File: config.mk
export PLATFORM = sky130hd
export DESIGN_NAME = peripheral_uart_rx_frontend_wb
export DESIGN_NICKNAME = d
export VERILOG_FILES = /design/src/rtl/peripheral_uart_rx_frontend_wb.sv
export SDC_FILE = /design/constraint.sdc
export NUM_CORES = 1
export LEC_CHECK = 0
export CAP_MARGIN = 20
export CORE_MARGIN = 3
export CORE_UTILIZATION = 30
export DETAILED_ROUTE_END_ITERATION = 8
export SYNTH_ARGS = -nofsm -noshare
export SYNTH_HDL_FRONTEND = slang
export SYNTH_SLANG_ARGS = --single-unit
File: constraint.sdc
create_clock -name clk -period 2.36 [get_ports clk]
set_input_delay 0.236 -clock clk [delete_from_list [all_inputs] [get_ports clk]]
set_output_delay 0.236 -clock clk [all_outputs]
set_load 0.05 [all_outputs]
File: src/rtl/peripheral_uart_rx_frontend_wb.sv
// peripheral_uart_rx_frontend_wb: synchronised, glitch-filtered rx line plus 16x baud enable generator
module peripheral_uart_rx_frontend_wb #(
  parameter int SYNC_STAGES = 2,
  parameter int DL_W = 16
) (
  input  logic            clk,
  input  logic            wb_rst_i,
  input  logic [DL_W-1:0] dl,
  input  logic            dl_load,
  input  logic            srx_pad_i,
  input  logic            loopback,
  input  logic            stx_loop_i,
  output logic            srx_o,
  output logic            enable,
  output logic            rx_fall
);
  logic [SYNC_STAGES-1:0] sync;
  logic                   s_sync;
  logic                   line;
  logic                   f0;
  logic                   f1;
  logic                   maj;
  logic [DL_W-1:0]        cnt;
  logic [DL_W-1:0]        cnt_n;
  logic                   en_n;
  logic [DL_W-1:0]        reload;
  assign s_sync = sync[SYNC_STAGES-1];
  // loopback source is already in the clk domain, so it bypasses the synchroniser
  assign line = loopback ? stx_loop_i : s_sync;
  assign maj = (f1 & f0) | (f1 & line) | (f0 & line);
  always_ff @(posedge clk) begin
    if (wb_rst_i) begin
      sync    <= '1;
      f0      <= 1'b1;
      f1      <= 1'b1;
      srx_o   <= 1'b1;
      rx_fall <= 1'b0;
    end else begin
      sync    <= {sync[SYNC_STAGES-2:0], srx_pad_i};
      f0      <= line;
      f1      <= f0;
      srx_o   <= maj;
      rx_fall <= srx_o & ~maj;
    end
  end
  assign reload = dl - DL_W'(1);
  // a zero divisor parks the counter at 0 so a later nonzero dl ticks on the next edge
  always_comb begin
    cnt_n = dl_load ? reload : (dl == '0) ? '0 : (cnt == '0) ? reload : cnt - DL_W'(1);
    en_n  = !dl_load && (dl != '0) && (cnt == '0);
  end
  always_ff @(posedge clk) begin
    if (wb_rst_i) begin
      cnt    <= '0;
      enable <= 1'b0;
    end else begin
      cnt    <= cnt_n;
      enable <= en_n;
    end
  end
endmodule
==> results of run 1 <==
[per-layer routing]
| metal | global-route usage (%) | vias up | wire (um) |
|---|---|---|---|
| met1 | 15.6 | 542 | 1460 |
| met2 | 20.3 | 36 | 1400 |
| met3 | 2.30 | 5 | 173 |
| li1 | - | 598 | - |
| met5 | 0 | - | 0 |
| met4 | 4.35 | 0 | 48 |
[area by class of cell]
class                           instances  area, um2
Fill cell                             422       2630
Multi-Input combinational cell        114        895
Sequential cell                        23        460
Timing Repair Buffer                   35        335
Tap cell                               52       65.1
Clock buffer                            4       45.0
Inverter                                5       18.8
[power groups by stage]
stage	Clock, mW	Sequential [mW]	Combinational, mW
after floorplan	0	0.467	0.247
after global placement	0	0.469	0.347
after detailed placement	0	0.471	0.355
after CTS	0.244	0.462	0.359
after global routing	0.261	0.468	0.393
final	0.238	0.462	0.360
[worst max-delay path, stage by stage (launching register included)]
cell and delay (ps):
dfxtp_1 340, inv_1 80, ha_1 190, or4b_2 640
nor4_4 210, nor2b_1 260, o21bai_4 180, o22ai_1 200
[stage by stage]
stage               total power [mW]  hold WS (ps)  TNS, ps  util [%]  cell area [um2]
floorplan                      0.714           325        0         -             1400
global placement               0.816           400        0      39.8             1770
detailed placement             0.825           409     -975      39.8             1770
CTS                             1.06           428        0      40.8             1810
global route                    1.12           441        0      40.9             1820
finish                          1.06           420        0      40.9             1820
[final timing paths]
check,startpoint,endpoint,slack (ps),cells past startpoint
max,cnt[0],cnt[9],170,7
min,sync[0],sync[1],420,1
min reg2reg,sync[0],sync[1],420,1
max reg2reg,cnt[0],cnt[9],170,7
[cell usage after synthesis (2+ instances only)]
master     n  share of area, %
inv_1      5               1.3
a21oi_1    3               1.1
o22ai_1    2              0.89
nand2_1    4               1.1
or3_1      5               2.2
xnor2_1   16                10
buf_2      2              0.71
dfxtp_1   23                33
nand3_1    2              0.71
xor2_1    10               6.2
nor2_1    11               2.9
nor3_1     6               2.1
or2_2      4               1.8
nor4_1     5               2.2
nor2b_1    2              0.89
ha_1       3               2.7
o22ai_2   11               9.8
nand2b_1   4               1.8
buf_6      2               1.6
nor3b_1    2               1.1
or4_1      2               1.1
[cells by family after synthesis]
logic type      after synthesis  share of synthesized area, %
flops                        23                          32.8
xor+xnor                     26                          16.2
buf+inv                      10                          3.92
compound gates               23                          16.0
mux                           2                          1.52
fa+ha+maj                     3                          2.68
simple gates                 60                          26.9
[registers in the layout (all words and copies together) (netlist names)]
signal   flops
cnt         16
sync         2
enable       1
f0           1
f1           1
rx_fall      1
srx_o        1
[placed cells by master (no fill, tap or decap), types with 2 or more instances in the layout]
master and count:
a21oi_1 3, buf_4 10, clkbuf_8 3, clkdlybuf4s50_1 24
dfxtp_1 23, ha_1 3, inv_1 5, nand2_1 4
nand2b_1 4, nand3_1 2, nor2_1 11, nor2b_1 2
nor3_1 6, nor3b_1 2, nor4_1 5, o22ai_1 2
o22ai_2 11, or2_2 4, or3_1 5, or4_1 2
xnor2_1 16, xor2_1 10
==> run_results.csv, run 1 <==
group,metric,value,unit
status,status,"finished, final reports clean",
logic_synthesis,synth_warnings,0,
final_layout,layout-drive-gt1-share,20.4,%
setup_path,cp_max_fo,13,
global_routing,grt_max_degree,14,
placed_design,hpwl,2520,um
floorplan,floorplan.initialDensity,31.6,%
timing,drv_slew,0,
routing,vias,1181,
timing,slew_headroom,66.5,%
timing,period_minus_slack,2190,ps
routing,wl_per_cell,13.2,um
logic_synthesis,netlist_area,1400,um2
logic_synthesis,synth_edf_count,0,
routing,routed_via_density,5.07,
floorplan,core-area,4440,um2
global_routing,antenna_found_initial,0,
timing,finalClockSkew,0.819,ps
routing,ant_nets,0,
timing,tightest_slew,500,ps
clock_network,clk_latency,260,ps
logic_synthesis,synth_flop_cell,"dfxtp_1",
clock_network,cts_setup_buffers,0,
final_layout,instances_no_fill,233,
setup_path,required,2550,ps
setup_path,cp-end-kind,"register",
clock_network,root_buffer,"clkbuf_8",
clock_network,cts_resized,0,
placed_design,port_buffers,24,
power_and_ir_drop,p_leak,0.639,nW
final_layout,antenna_cells,0,
timing,period_share,92.8,%
job,drv_cap,0,
clock_network,cts_buffer_depth,2,
timing,rsz0062_at_grt,"false",
logic_synthesis,syn_avg_cell_area,9.54,um2
power_and_ir_drop,power_switching,329,uW
logic_synthesis,synth-seq-cells,23,
placed_design,post-place-ws,-122,ps
power_and_ir_drop,p_clk_share,22.4,%
floorplan,die_w,74.4,um
routing,wirelength,3080,um
clock_network,cts_max_level,1,
power_and_ir_drop,p_seq_share,43.6,%
power_and_ir_drop,max-vdd-ir-drop,0.281,mV
global_routing,grt_usage,12.2,%
global_routing,gr-total-overflow,0,
clock_network,numCtsBuffers,3,
timing,setup_viol,0,
routing,drtIter0Drc,82,
global_routing,grt_pass1_wl,5260,um
clock_network,path_clk_slew,70,ps
routing,dr.pass1.iters,4,
global_routing,grt_pass1_vias,1189,
clock_network,cts.sinks,23,
power_and_ir_drop,p_comb_share,33.9,%
final_layout,area_delta_synth_final,29.7,%
timing,finalHoldViolCount,0,
power_and_ir_drop,power.density,583,nW/um2
floorplan,pin_count,25,
routing,drc,0,
logic_synthesis,yosysSeqAreaShare,32.8,%
logic_synthesis,ys_types,44,
logic_synthesis,syn_inst,147,
floorplan,row_count,24,
power_and_ir_drop,p_sw_share,31.1,%
setup_path,critPathLaunchType,"register",
logic_synthesis,async_flop_share,0,%
setup_path,crit_type,"reg -> reg",
placed_design,gp_congestion,0.932,
clock_network,holdBufCountCts,0,
setup_path,cp_data_arrival_time,2380,ps
clock_network,cts_tree,"built",
timing,postLayoutSetupSlackWorst,170,ps
power_and_ir_drop,p_int,731,uW
floorplan,die_h,74.4,um
final_layout,fin_nets,207,
placed_design,dp.cells,229,
min_path,hold_path.class,"reg -> reg",
floorplan,dieArea,5530,um2
timing,fmax,457,MHz
logic_synthesis,syn-num-nets,172,
Power figures use the tool's default switching activity.
==> run 2, diff against run 1 <==
--- a/config.mk
+++ b/config.mk
@@ -8,7 +8,9 @@
 export CAP_MARGIN = 20
 export CORE_MARGIN = 3
 export CORE_UTILIZATION = 30
+export CTS_CLUSTER_DIAMETER = 40
 export DETAILED_ROUTE_END_ITERATION = 8
+export SKIP_CTS_REPAIR_TIMING = 1
 export SYNTH_ARGS = -nofsm -noshare
 export SYNTH_HDL_FRONTEND = slang
 export SYNTH_SLANG_ARGS = --single-unit
==> results of run 2 <==
Same layout as run 1: the final DEF is identical, and so are final timing and power.
